`config.mk`:
```
export PLATFORM = sky130hd
export DESIGN_NAME = tetris_move_scheduler_flat
export DESIGN_NICKNAME = d
export VERILOG_FILES = /design/src/rtl/tetris_move_scheduler_pkg.sv /design/src/rtl/tetris_move_scheduler_if.sv /design/src/rtl/tetris_move_scheduler_key_repeat.sv /design/src/rtl/tetris_move_scheduler.sv /design/src/flat_wrapper.sv
export SDC_FILE = /design/constraint.sdc
export NUM_CORES = 1
export LEC_CHECK = 0
export BUFFER_PORTS_ARGS = -buffer_cell sky130_fd_sc_hd__buf_2
export CORE_AREA = 2 2 51 88
export DETAILED_ROUTE_END_ITERATION = 10
export DIE_AREA = 0 0 53 90
export PLACE_DENSITY = 0.54
export SETUP_SLACK_MARGIN = 0.02
export SKIP_LAST_GASP = 1
export SLEW_MARGIN = 40
export SYNTH_ARGS = -nofsm -noshare
export SYNTH_HDL_FRONTEND = slang
export SYNTH_SLANG_ARGS = --single-unit
```
`constraint.sdc`:
```
create_clock -name I_50MHZ_CLK -period 4 [get_ports I_50MHZ_CLK]
set_input_delay 0.2 -clock I_50MHZ_CLK [delete_from_list [all_inputs] [get_ports I_50MHZ_CLK]]
set_output_delay 0.2 -clock I_50MHZ_CLK [all_outputs]
set_load 0.05 [all_outputs]
```
`src/rtl/tetris_move_scheduler_pkg.sv`:
```
// rtl/tetris_move_scheduler_pkg.sv - shared command/state encodings for the move scheduler
package tetris_pkg;

  typedef enum logic [2:0] {
    CMD_NONE     = 3'd0,
    CMD_LEFT     = 3'd1,
    CMD_RIGHT    = 3'd2,
    CMD_ROTATE   = 3'd3,
    CMD_SOFTDROP = 3'd4,
    CMD_GRAVITY  = 3'd5
  } move_cmd_e;

  typedef enum logic [1:0] {
    ST_IDLE  = 2'd0,
    ST_ARB   = 2'd1,
    ST_ISSUE = 2'd2
  } sched_state_e;

  typedef struct packed {
    logic rotate;
    logic left;
    logic right;
    logic softdrop;
    logic gravity;
  } pending_t;

  // Fixed priority: rotate first so a spin is never starved by a held direction key.
  function automatic move_cmd_e pick_cmd(input pending_t p);
    if (p.rotate)        return CMD_ROTATE;
    else if (p.left)     return CMD_LEFT;
    else if (p.right)    return CMD_RIGHT;
    else if (p.softdrop) return CMD_SOFTDROP;
    else if (p.gravity)  return CMD_GRAVITY;
    else                 return CMD_NONE;
  endfunction

endpackage

```
`src/rtl/tetris_move_scheduler_if.sv`:
```
// rtl/tetris_move_scheduler_if.sv - req/ack command channel between scheduler and grid datapath
interface tetris_move_if;
  logic       O_MOVE_REQ;
  logic [2:0] O_MOVE_CMD;
  logic       I_MOVE_ACK;
  logic       I_MOVE_OK;

  modport master (output O_MOVE_REQ, output O_MOVE_CMD, input I_MOVE_ACK, input I_MOVE_OK);
  modport slave  (input O_MOVE_REQ, input O_MOVE_CMD, output I_MOVE_ACK, output I_MOVE_OK);
endinterface

```
`src/rtl/tetris_move_scheduler_key_repeat.sv`:
```
// rtl/tetris_move_scheduler_key_repeat.sv - key synchronizer with frame-based edge/auto-repeat detect
module key_repeat #(
  parameter int MOVE_DELAY = 3,
  parameter bit REPEAT     = 1'b1
) (
  input  logic clk,
  input  logic rst,
  input  logic key_raw,
  input  logic frame_end,
  output logic fire
);

  localparam int CW = $clog2(MOVE_DELAY + 1);
  localparam logic [CW-1:0] RELOAD = CW'(MOVE_DELAY - 1);

  logic          sync_1;
  logic          key_held;
  logic          held_prev;
  logic [CW-1:0] rep_cnt;

  always_ff @(posedge clk or posedge rst) begin
    if (rst) begin
      sync_1    <= 1'b0;
      key_held  <= 1'b0;
      held_prev <= 1'b0;
      rep_cnt   <= '0;
    end else begin
      sync_1   <= key_raw;
      key_held <= sync_1;
      if (frame_end) begin
        held_prev <= key_held;
        if (!key_held)
          rep_cnt <= '0;
        else if (rep_cnt == '0)
          rep_cnt <= RELOAD;
        else
          rep_cnt <= rep_cnt - 1'b1;
      end
    end
  end

  // Repeat keys fire whenever the countdown is exhausted; edge keys only on a fresh press.
  assign fire = frame_end && key_held && (REPEAT ? (rep_cnt == '0) : !held_prev);

endmodule

```
`src/rtl/tetris_move_scheduler.sv`:
```
// rtl/tetris_move_scheduler.sv - frame-synchronous key/gravity arbiter issuing grid moves over req/ack
module tetris_move_scheduler
  import tetris_pkg::*;
#(
  parameter int MOVE_DELAY     = 3,
  parameter int GRAVITY_FRAMES = 30
) (
  input  logic I_50MHZ_CLK,
  input  logic I_RESET,
  input  logic I_FRAME_END,
  input  logic I_KEY_UP,
  input  logic I_KEY_DOWN,
  input  logic I_KEY_LEFT,
  input  logic I_KEY_RIGHT,
  tetris_move_if.master move_bus,
  output logic O_LOCK,
  output logic O_BUSY
);

  localparam int GW = $clog2(GRAVITY_FRAMES + 1);
  localparam logic [GW-1:0] GRAV_LAST = GW'(GRAVITY_FRAMES - 1);

  logic fire_up, fire_down, fire_left, fire_right;

  key_repeat #(.MOVE_DELAY(MOVE_DELAY), .REPEAT(1'b0)) u_key_up (
    .clk(I_50MHZ_CLK), .rst(I_RESET), .key_raw(I_KEY_UP), .frame_end(I_FRAME_END), .fire(fire_up));
  key_repeat #(.MOVE_DELAY(MOVE_DELAY), .REPEAT(1'b1)) u_key_down (
    .clk(I_50MHZ_CLK), .rst(I_RESET), .key_raw(I_KEY_DOWN), .frame_end(I_FRAME_END), .fire(fire_down));
  key_repeat #(.MOVE_DELAY(MOVE_DELAY), .REPEAT(1'b1)) u_key_left (
    .clk(I_50MHZ_CLK), .rst(I_RESET), .key_raw(I_KEY_LEFT), .frame_end(I_FRAME_END), .fire(fire_left));
  key_repeat #(.MOVE_DELAY(MOVE_DELAY), .REPEAT(1'b1)) u_key_right (
    .clk(I_50MHZ_CLK), .rst(I_RESET), .key_raw(I_KEY_RIGHT), .frame_end(I_FRAME_END), .fire(fire_right));

  sched_state_e  state_q, state_nx;
  move_cmd_e     cmd_q, cmd_nx;
  pending_t      pend_q, pend_nx;
  logic [GW-1:0] grav_cnt;
  logic          lock_q;

  logic ack_take, drop_cmd, lock_ev, soft_ok, grav_wrap;

  assign ack_take  = (state_q == ST_ISSUE) && move_bus.I_MOVE_ACK;
  assign drop_cmd  = (cmd_q == CMD_SOFTDROP) || (cmd_q == CMD_GRAVITY);
  assign lock_ev   = ack_take && drop_cmd && !move_bus.I_MOVE_OK;
  assign soft_ok   = ack_take && (cmd_q == CMD_SOFTDROP) && move_bus.I_MOVE_OK;
  assign grav_wrap = I_FRAME_END && (grav_cnt == GRAV_LAST);

  always_comb begin
    pend_nx = pend_q;
    if (ack_take) begin
      case (cmd_q)
        CMD_ROTATE:   pend_nx.rotate   = 1'b0;
        CMD_LEFT:     pend_nx.left     = 1'b0;
        CMD_RIGHT:    pend_nx.right    = 1'b0;
        CMD_SOFTDROP: pend_nx.softdrop = 1'b0;
        CMD_GRAVITY:  pend_nx.gravity  = 1'b0;
        default: ;
      endcase
      if (soft_ok)
        pend_nx.gravity = 1'b0;
      if (lock_ev) begin
        pend_nx.softdrop = 1'b0;
        pend_nx.gravity  = 1'b0;
        pend_nx.left     = 1'b0;
        pend_nx.right    = 1'b0;
      end
    end
    // Sets are applied after clears so a fresh eligibility in the ack cycle is not lost.
    if (fire_up)                  pend_nx.rotate   = 1'b1;
    if (fire_left && !fire_right) pend_nx.left     = 1'b1;
    if (fire_right && !fire_left) pend_nx.right    = 1'b1;
    if (fire_down)                pend_nx.softdrop = 1'b1;
    if (grav_wrap)                pend_nx.gravity  = 1'b1;
  end

  always_comb begin
    state_nx = state_q;
    cmd_nx   = cmd_q;
    case (state_q)
      ST_IDLE:  if (I_FRAME_END) state_nx = ST_ARB;
      ST_ARB: begin
        if (pend_q != '0) begin
          state_nx = ST_ISSUE;
          cmd_nx   = pick_cmd(pend_q);
        end else begin
          state_nx = ST_IDLE;
        end
      end
      ST_ISSUE: if (move_bus.I_MOVE_ACK) state_nx = ST_ARB;
      default:  state_nx = ST_IDLE;
    endcase
  end

  always_ff @(posedge I_50MHZ_CLK or posedge I_RESET) begin
    if (I_RESET) begin
      state_q  <= ST_IDLE;
      cmd_q    <= CMD_NONE;
      pend_q   <= '0;
      grav_cnt <= '0;
      lock_q   <= 1'b0;
    end else begin
      state_q <= state_nx;
      cmd_q   <= cmd_nx;
      pend_q  <= pend_nx;
      lock_q  <= lock_ev;
      if (lock_ev || soft_ok)
        grav_cnt <= '0;
      else if (I_FRAME_END)
        grav_cnt <= grav_wrap ? '0 : grav_cnt + 1'b1;
    end
  end

  assign move_bus.O_MOVE_REQ = (state_q == ST_ISSUE);
  assign move_bus.O_MOVE_CMD = cmd_q;
  assign O_LOCK              = lock_q;
  assign O_BUSY              = (state_q != ST_IDLE);

endmodule

```
`src/flat_wrapper.sv`:
```
// flat-port wrapper written by rule: the top's interface ports become plain ports
module tetris_move_scheduler_flat import tetris_pkg::*;
#(
  parameter int MOVE_DELAY     = 3,
  parameter int GRAVITY_FRAMES = 30
)
  (I_50MHZ_CLK, I_RESET, I_FRAME_END, I_KEY_UP, I_KEY_DOWN, I_KEY_LEFT, I_KEY_RIGHT, O_LOCK, O_BUSY, move_bus_O_MOVE_REQ, move_bus_O_MOVE_CMD, move_bus_I_MOVE_ACK, move_bus_I_MOVE_OK);
  tetris_move_if move_bus_i ();
  input  logic I_50MHZ_CLK;
  input  logic I_RESET;
  input  logic I_FRAME_END;
  input  logic I_KEY_UP;
  input  logic I_KEY_DOWN;
  input  logic I_KEY_LEFT;
  input  logic I_KEY_RIGHT;
  output logic O_LOCK;
  output logic O_BUSY;
  output wire logic [$bits(move_bus_i.O_MOVE_REQ)-1:0] move_bus_O_MOVE_REQ;
  output wire logic [$bits(move_bus_i.O_MOVE_CMD)-1:0] move_bus_O_MOVE_CMD;
  input wire logic [$bits(move_bus_i.I_MOVE_ACK)-1:0] move_bus_I_MOVE_ACK;
  input wire logic [$bits(move_bus_i.I_MOVE_OK)-1:0] move_bus_I_MOVE_OK;
  assign move_bus_O_MOVE_REQ = move_bus_i.O_MOVE_REQ;
  assign move_bus_O_MOVE_CMD = move_bus_i.O_MOVE_CMD;
  assign move_bus_i.I_MOVE_ACK = move_bus_I_MOVE_ACK;
  assign move_bus_i.I_MOVE_OK = move_bus_I_MOVE_OK;
  tetris_move_scheduler #(.MOVE_DELAY(MOVE_DELAY), .GRAVITY_FRAMES(GRAVITY_FRAMES)) u_core (.I_50MHZ_CLK(I_50MHZ_CLK), .I_RESET(I_RESET), .I_FRAME_END(I_FRAME_END), .I_KEY_UP(I_KEY_UP), .I_KEY_DOWN(I_KEY_DOWN), .I_KEY_LEFT(I_KEY_LEFT), .I_KEY_RIGHT(I_KEY_RIGHT), .move_bus(move_bus_i), .O_LOCK(O_LOCK), .O_BUSY(O_BUSY));
endmodule
```
==> results of run 1 <==
## how the worst max path moves through the flow
stage               slack, ns                   to  cells after the start
floorplan                2.46     u_core.pend_q[2]                      3
global placement         2.62     u_core.pend_q[3]                      3
detailed placement       2.56     u_core.pend_q[3]                      3
CTS                      2.55     u_core.pend_q[3]                      3
global route             2.50  move_bus_O_MOVE_REQ                      2
finish                   2.56     u_core.pend_q[3]                      3
## kinds of logic (layout without fill, tap and decap cells)
logic type	Yosys count	count (layout)	synth area share [%]
AO/OA/AOI/OAI	29	29	13.3
AND/OR/NAND/NOR	40	40	16.5
flip-flops	31	31	56.8
adder cells (fa/ha/maj)	8	8	7.33
buffers and inverters	17	39	4.67
multiplexers	2	2	1.47
## critical path: stages (launching register included)
cell and delay [ns]:
dfrtp_1 0.42, nand3b_1 0.22, or3_1 0.43, a32o_1 0.27
## power breakdown
| part | total, µW | internal [µW] | switching (µW) |
|---|---|---|---|
| registers | 459 | 385 | 73.8 |
| logic | 289 | 108 | 181 |
| clock network | 316 | 201 | 114 |
| total | 1060 | 694 | 369 |
## placed cells by master, fill, tap and decap left out, types with 2 or more instances in the layout
master,instances
a21oi_1,9
a32o_1,2
nand2_1,9
or2_1,2
o21ai_1,3
o2bb2ai_1,2
o22ai_1,3
nor2b_1,2
nand4_1,2
mux2i_1,2
nand3_1,8
clkbuf_8,6
nor2_1,3
dfrtp_1,31
inv_1,15
or3_1,3
nand3b_1,5
buf_2,14
ha_1,8
o21ai_0,6
a31oi_1,2
or2_2,2
## sequential cells by signal, indices dropped and copies added, names as in the netlist
name,count
u_core.u_key_right.rep_cnt,2
u_core.u_key_up.held_prev,1
u_core.u_key_down.rep_cnt,2
u_core.O_LOCK,1
u_core.u_key_down.key_held,1
u_core.u_key_left.rep_cnt,2
u_core.u_key_up.sync_1,1
u_core.u_key_up.key_held,1
u_core.u_key_down.sync_1,1
u_core.u_key_left.sync_1,1
u_core.move_bus.O_MOVE_CMD,3
u_core.u_key_left.key_held,1
u_core.grav_cnt,5
u_core.state_q,2
u_core.u_key_right.sync_1,1
u_core.pend_q,5
u_core.u_key_right.key_held,1
## layout make-up
cell class	instances	area, µm²
clock inverter	2	35.0
clock buffer	6	82.6
fill	421	2450
timing repair buffer	16	87.6
multi-input combinational	79	527
sequential	31	776
tap	49	61.3
inverter	15	56.3
## repair_timing
| item | CTS | global route |
|---|---|---|
| resized for setup | 0 | 0 |
| buffers inserted | 0 | 0 |
| endpoints found under the hold margin | 31 | 0 |
| hold buffers | 1 | 0 |
## stage by stage
step                      hold WS, ns  instances  area [µm²]
final                          0.0172        198        1630
after global routing          0.00663        198        1630
after CTS                     0.00458        198        1630
after detailed placement        0.301        189        1500
after global placement          0.294        189        1500
after floorplan                 0.231        127        1370
## per-layer routing
layer	routed length (µm)	share of wire, %	track usage [%]	vias up
li1	-	-	-	482
met1	979	39	13.2	461
met2	1340	54	20.9	15
met3	85	3.4	3.99	6
met4	76	3.1	7.69	0
met5	0	0	0	-
==> flow_summary_export.csv, run 1 <==
group,metric,value,unit
worst_setup_path,startpoint,"u_core.state_q[0]",
logic_synthesis,avgSynthCellArea,10.8,µm²
min_path,hp-class,"primary input to flip-flop",
drt,drtPass1Iterations,4,
drt,drt-total-wl,2480,µm
timing,slew_headroom,68.9,%
logic_synthesis,yosys_warnings,0,
logic_synthesis,ys_seq_area_share,56.8,%
floorplan,die-area,0.00477,mm²
placed_design,portBuffers,14,
worst_setup_path,critPathArrivalTime,1.61,ns
timing,period_needed,1.44,ns
drt,initialDrtViolationCount,16,
logic_synthesis,synth_area_leaders,"dfrtp_1 (57%), ha_1 (7.3%), inv_1 (4.1%)",
cells_and_area,drive_gt1_share,17.4,%
pwr,powerDensity,654,mW/mm²
min_path,hold_end,"u_core.u_key_right.sync_1",
timing,fin_tns_setup,0,ns
timing,rsz0062_at_grt,"false",
global_routing,grtUsageTotal,12.6,%
cts,cts_made_buffers,5,
global_routing,grt_pass1_vias,1010,
logic_synthesis,synth.most_common_cell,"dfrtp_1",
global_routing,grt-ovfl-total,0,
status,outcome,"finished, final reports clean",
worst_setup_path,critPathLaunchType,"flip-flop",
global_routing,grt_max_degree,32,
cts,clock_latency,0.28,ns
worst_setup_path,r2r-start,"u_core.state_q[0]",
timing,tightest_slew,0.465,ns
floorplan,die_x,53,µm
timing,max_freq,694,MHz
pwr,vdd_drop_max,0.000222,V
placed_design,pre_cts_slack,2.56,ns
logic_synthesis,yosysUniqueCellTypes,27,
logic_synthesis,synth_fp_nets,144,
cts,cts_tree,"done",
cts,cts_max_level,2,
timing,finalHoldViolations,0,
drt,drc_errors,0,
logic_synthesis,async_reset_ff_share,100,%
placed_design,dp_hpwl,1820,µm
timing,finalMaxSlewViolations,0,
logic_synthesis,synth_cells,127,
cts,clock_sinks,31,
timing,finClkSkew,0.00699,ns
worst_setup_path,crit_path_max_fanout,6,
timing,report.final.setup_viol,0,
logic_synthesis,synth_common_cells,"dfrtp_1 (31), inv_1 (15), a21oi_1 (9), nand2_1 (9)",
cells_and_area,post-route-util,39.9,%
logic_synthesis,synth_edf_count,0,
logic_synthesis,synth_top_area_share,56.8,%
worst_setup_path,reg2reg_setup_slack,2.56,ns
floorplan,fp-row-count,31,
floorplan,core_area,0.00407,mm²
cts,cts.clk_slew.worst_paths,0.07,ns
cts,cts_root_buf,"clkbuf_8",
cells_and_area,antenna_cells,0,
cells_and_area,area_delta_synth_final,19.0,%
timing,fin_crit_sh,36.0,%
logic_synthesis,ys_ff_latch,31,
min_path,worstHoldStart,"I_KEY_RIGHT",
floorplan,io_pins,15,
floorplan,start_util,33.5,%
cts,cts_max_path_buffers,2,
min_path,min_path_cells,1,
worst_setup_path,required,4.17,ns
placed_design,globalplace.congestion,0.748,
cells_and_area,nNetsFinal,165,
worst_setup_path,critical_path_class,"flip-flop to flip-flop",
job,drv_cap,0,
logic_synthesis,synth.largest_area_cell,"dfrtp_1",
logic_synthesis,synth_flop_cell,"dfrtp_1",
global_routing,grt_pass1_wl,4390,µm
timing,setup_slack,2.56,ns
pwr,p_leak,0.000744,µW
drt,avgRoutedWirePerCell,12.5,µm
pwr,finalPower,1060,µW
drt,viasPerCell,4.87,
floorplan,die-height,90,µm
global_routing,grt_antenna_before_repair,0,
drt,vias,964,
drt,ant_nets,0,
worst_setup_path,rr_worst_depth,3,
worst_setup_path,endpoint_kind,"flip-flop",
logic_synthesis,syn_area,0.00137,mm²
worst_setup_path,r2r_end,"u_core.pend_q[3]",
(Power assumes the default switching activity.)
==> inputs of run 2 (changes only) <==
--- a/config.mk
+++ b/config.mk
@@ -5,11 +5,12 @@
 export SDC_FILE = /design/constraint.sdc
 export NUM_CORES = 1
 export LEC_CHECK = 0
+export ABC_AREA = 1
 export BUFFER_PORTS_ARGS = -buffer_cell sky130_fd_sc_hd__buf_2
-export CORE_AREA = 2 2 51 88
+export CORE_AREA = 2 2 52 91
 export DETAILED_ROUTE_END_ITERATION = 10
-export DIE_AREA = 0 0 53 90
-export PLACE_DENSITY = 0.54
+export DIE_AREA = 0 0 54 93
+export PLACE_DENSITY = 0.56
 export SETUP_SLACK_MARGIN = 0.02
 export SKIP_LAST_GASP = 1
 export SLEW_MARGIN = 40
==> constraint.sdc (replaced) <==
create_clock -name I_50MHZ_CLK -period 1.23 [get_ports I_50MHZ_CLK]
set_input_delay 0.0615 -clock I_50MHZ_CLK [delete_from_list [all_inputs] [get_ports I_50MHZ_CLK]]
set_output_delay 0.0615 -clock I_50MHZ_CLK [all_outputs]
set_load 0.05 [all_outputs]
==> flow_summary_export.csv, run 2 <==
group,metric,value,unit
timing,finalHoldViolations,0,
cts,cts.clk_slew.worst_paths,0.07,ns
drt,ant_nets,0,
drt,vias,1132,
logic_synthesis,synth_top_area_share,52.9,%
worst_setup_path,critPathLaunchType,"flip-flop",
worst_setup_path,r2r_end,"u_core.grav_cnt[0]",
floorplan,die-height,93,µm
timing,period_needed,1.22,ns
logic_synthesis,async_reset_ff_share,100,%
worst_setup_path,crit_path_max_fanout,3,
worst_setup_path,reg2reg_setup_slack,0.01,ns
logic_synthesis,synth_area_leaders,"dfrtp_1 (53%), nand2_1 (10%), ha_1 (6.8%)",
cts,cts_tree,"done",
cts,cts_made_buffers,5,
worst_setup_path,critPathArrivalTime,1.39,ns
cts,cts_max_level,2,
logic_synthesis,synth.most_common_cell,"nand2_1",
min_path,worstHoldStart,"move_bus_I_MOVE_ACK",
job,drv_cap,0,
drt,avgRoutedWirePerCell,11.1,µm
logic_synthesis,synth_flop_cell,"dfrtp_1",
pwr,powerDensity,1990,mW/mm²
drt,drtPass1Iterations,4,
pwr,p_leak,0.000944,µW
timing,finalMaxSlewViolations,0,
cells_and_area,nNetsFinal,214,
global_routing,grt_max_degree,32,
logic_synthesis,synth_cells,164,
drt,viasPerCell,4.55,
drt,initialDrtViolationCount,17,
timing,tightest_slew,0.393,ns
cts,cts_max_path_buffers,2,
cells_and_area,fill_cells,446,
cells_and_area,fin_cells,249,
worst_setup_path,crit_chain,"inv_2 -> ha_4 -> nand3_4 -> nor2_4 -> nor2_4 -> nor2_2 -> nor2_1",
placed_design,dp_hpwl,1930,µm
logic_synthesis,yosysUniqueCellTypes,22,
placed_design,numPlacedInstances,232,
min_path,hp-class,"primary input to flip-flop",
logic_synthesis,avgSynthCellArea,8.95,µm²
pwr,vdd_drop_max,0.000922,V
floorplan,io_pins,15,
floorplan,fp-row-count,32,
worst_setup_path,rr_worst_depth,7,
worst_setup_path,crit_top_cell,"nor2_4",
floorplan,core_area,0.00432,mm²
timing,finClkSkew,0.00884,ns
logic_synthesis,synth_fp_nets,181,
global_routing,grt_pass1_vias,1159,
cts,clock_sinks,31,
worst_setup_path,r2r-start,"u_core.grav_cnt[1]",
global_routing,grt-ovfl-total,0,
worst_setup_path,critical_path_class,"flip-flop to flip-flop",
placed_design,globalplace.congestion,0.786,
pwr,finalPower,3730,µW
worst_setup_path,critPathMaxStageDelay,0.43,ns
min_path,min_path_cells,2,
global_routing,grtUsageTotal,13.0,%
placed_design,portBuffers,14,
timing,hold_slack,0.00809,ns
drt,drc_errors,0,
worst_setup_path,slowest_stage,"dfrtp_2",
timing,slew_headroom,73.8,%
timing,rsz0062_at_grt,"true",
logic_synthesis,yosys_warnings,0,
cts,clock_latency,0.28,ns
drt,drt-total-wl,2760,µm
floorplan,die_x,54,µm
cts,cts_root_buf,"clkbuf_8",
floorplan,start_util,33.9,%
timing,fin_crit_sh,98.9,%
min_path,hold_end,"u_core.state_q[1]",
cells_and_area,final_common_cell,"nand2_1",
logic_synthesis,synth_common_cells,"nand2_1 (40), dfrtp_1 (31), inv_1 (25), nand3_1 (19)",
timing,report.final.setup_viol,0,
worst_setup_path,endpoint_kind,"flip-flop",
cells_and_area,final_cell_mix,"nand2_1 (39), dfrtp_1 (26), inv_1 (23)",
logic_synthesis,ys_ff_latch,31,
logic_synthesis,syn_area,0.00147,mm²
floorplan,die-area,0.00502,mm²
cells_and_area,drive_gt1_share,26.8,%
logic_synthesis,synth_edf_count,0,
global_routing,grt_pass1_wl,4880,µm
logic_synthesis,ys_seq_area_share,52.9,%
timing,max_freq,822,MHz
cells_and_area,antenna_cells,0,
logic_synthesis,synth.largest_area_cell,"dfrtp_1",
status,outcome,"finished, final reports clean",
cells_and_area,area_delta_synth_final,27.9,%
worst_setup_path,required,1.40,ns
global_routing,grt_antenna_before_repair,0,
-- run 2: changes by cell type after synthesis, moves of 3 or more --
cell,previous run,this run
buf_4,0,3
or3_1,3,0
inv_1,15,25
nand3_1,8,19
o21ai_0,6,9
nand3b_1,5,1
o21ai_1,3,0
nor2_1,3,9
nand2_1,9,40
a21oi_1,9,1
-- run 2: worst max-delay path by stage --
stage	endpoint	cells after the start	from	slack (ns)
6_report	u_core.grav_cnt[0]	7	u_core.grav_cnt[1]	0.01
5_1_grt	u_core.grav_cnt[0]	7	u_core.grav_cnt[1]	-0.07
4_1_cts	O_BUSY	2	u_core.state_q[1]	0.005
3_5_place_dp	u_core.grav_cnt[1]	7	u_core.grav_cnt[1]	0.05
3_3_place_gp	u_core.grav_cnt[2]	7	u_core.grav_cnt[0]	0.06
2_1_floorplan	u_core.pend_q[3]	6	u_core.move_bus.O_MOVE_CMD[1]	0.05
-- run 2: critical path: cells and delay by family, from the launching register on --
family,cells,cell delay [ns]
buffers and inverters,1,0.08
adders and majority gates,1,0.14
DFF,1,0.43
and+or+nand+nor,5,0.45
-- run 2: through the flow --
step                cell area (µm²)  setup TNS (ns)  worst slack, ns  util (%)
finish                         1880               0           0.0130      43.4
global route                   1880          -0.205          -0.0698      43.4
CTS                            1780               0          0.00524      41.1
detailed placement             1630               0           0.0451      37.6
global placement               1630               0           0.0649      37.6
floorplan                      1470               0           0.0514         -
-- run 2: report_power, final --
| part | internal [µW] | total [µW] | switching, µW |
|---|---|---|---|
| Sequential | 1270 | 1540 | 274 |
| Clock | 395 | 772 | 377 |
| Combinational | 598 | 1420 | 821 |
-- run 2: logic make-up (layout without fill, tap and decap cells) --
| logic type | count (synthesis) | after routing | synth area share, % |
|---|---|---|---|
| AO/OA/AOI/OAI | 15 | 15 | 5.80 |
| adder cells (fa/ha/maj) | 8 | 8 | 6.82 |
| buffers and inverters | 28 | 62 | 7.93 |
| flip-flops | 31 | 31 | 52.9 |
| AND/OR/NAND/NOR | 82 | 82 | 26.6 |
-- run 2: area by class of cell --
cell class	instances	area, µm²	share of cell area, %
well taps	51	63.8	3.40
flip-flops and latches	31	782	41.7
clock inverters	2	12.5	0.667
multi-input cells	105	641	34.1
inverters	25	93.8	5.00
repair buffers	29	211	11.3
clock buffers	6	72.6	3.87
-- run 2: metal layers --
metal | wire, µm | vias up | global-route usage [%] | part of all wire [%]
li1 | - | 588 | - | -
met1 | 1080 | 519 | 13.3 | 39
met3 | 104 | 6 | 3.35 | 3.8
met5 | 0 | - | 0 | 0
met4 | 65 | 0 | 5.63 | 2.4
met2 | 1510 | 19 | 23.4 | 55
-- run 2: what timing repair did --
action / in CTS / in global routing
pin swaps: 0 / 9
hold buffers: 5 / 0
hold endpoints to repair: 35 / 0
resized for setup: 3 / 19
setup endpoints to repair: 2 / 10
buffers inserted: 1 / 3
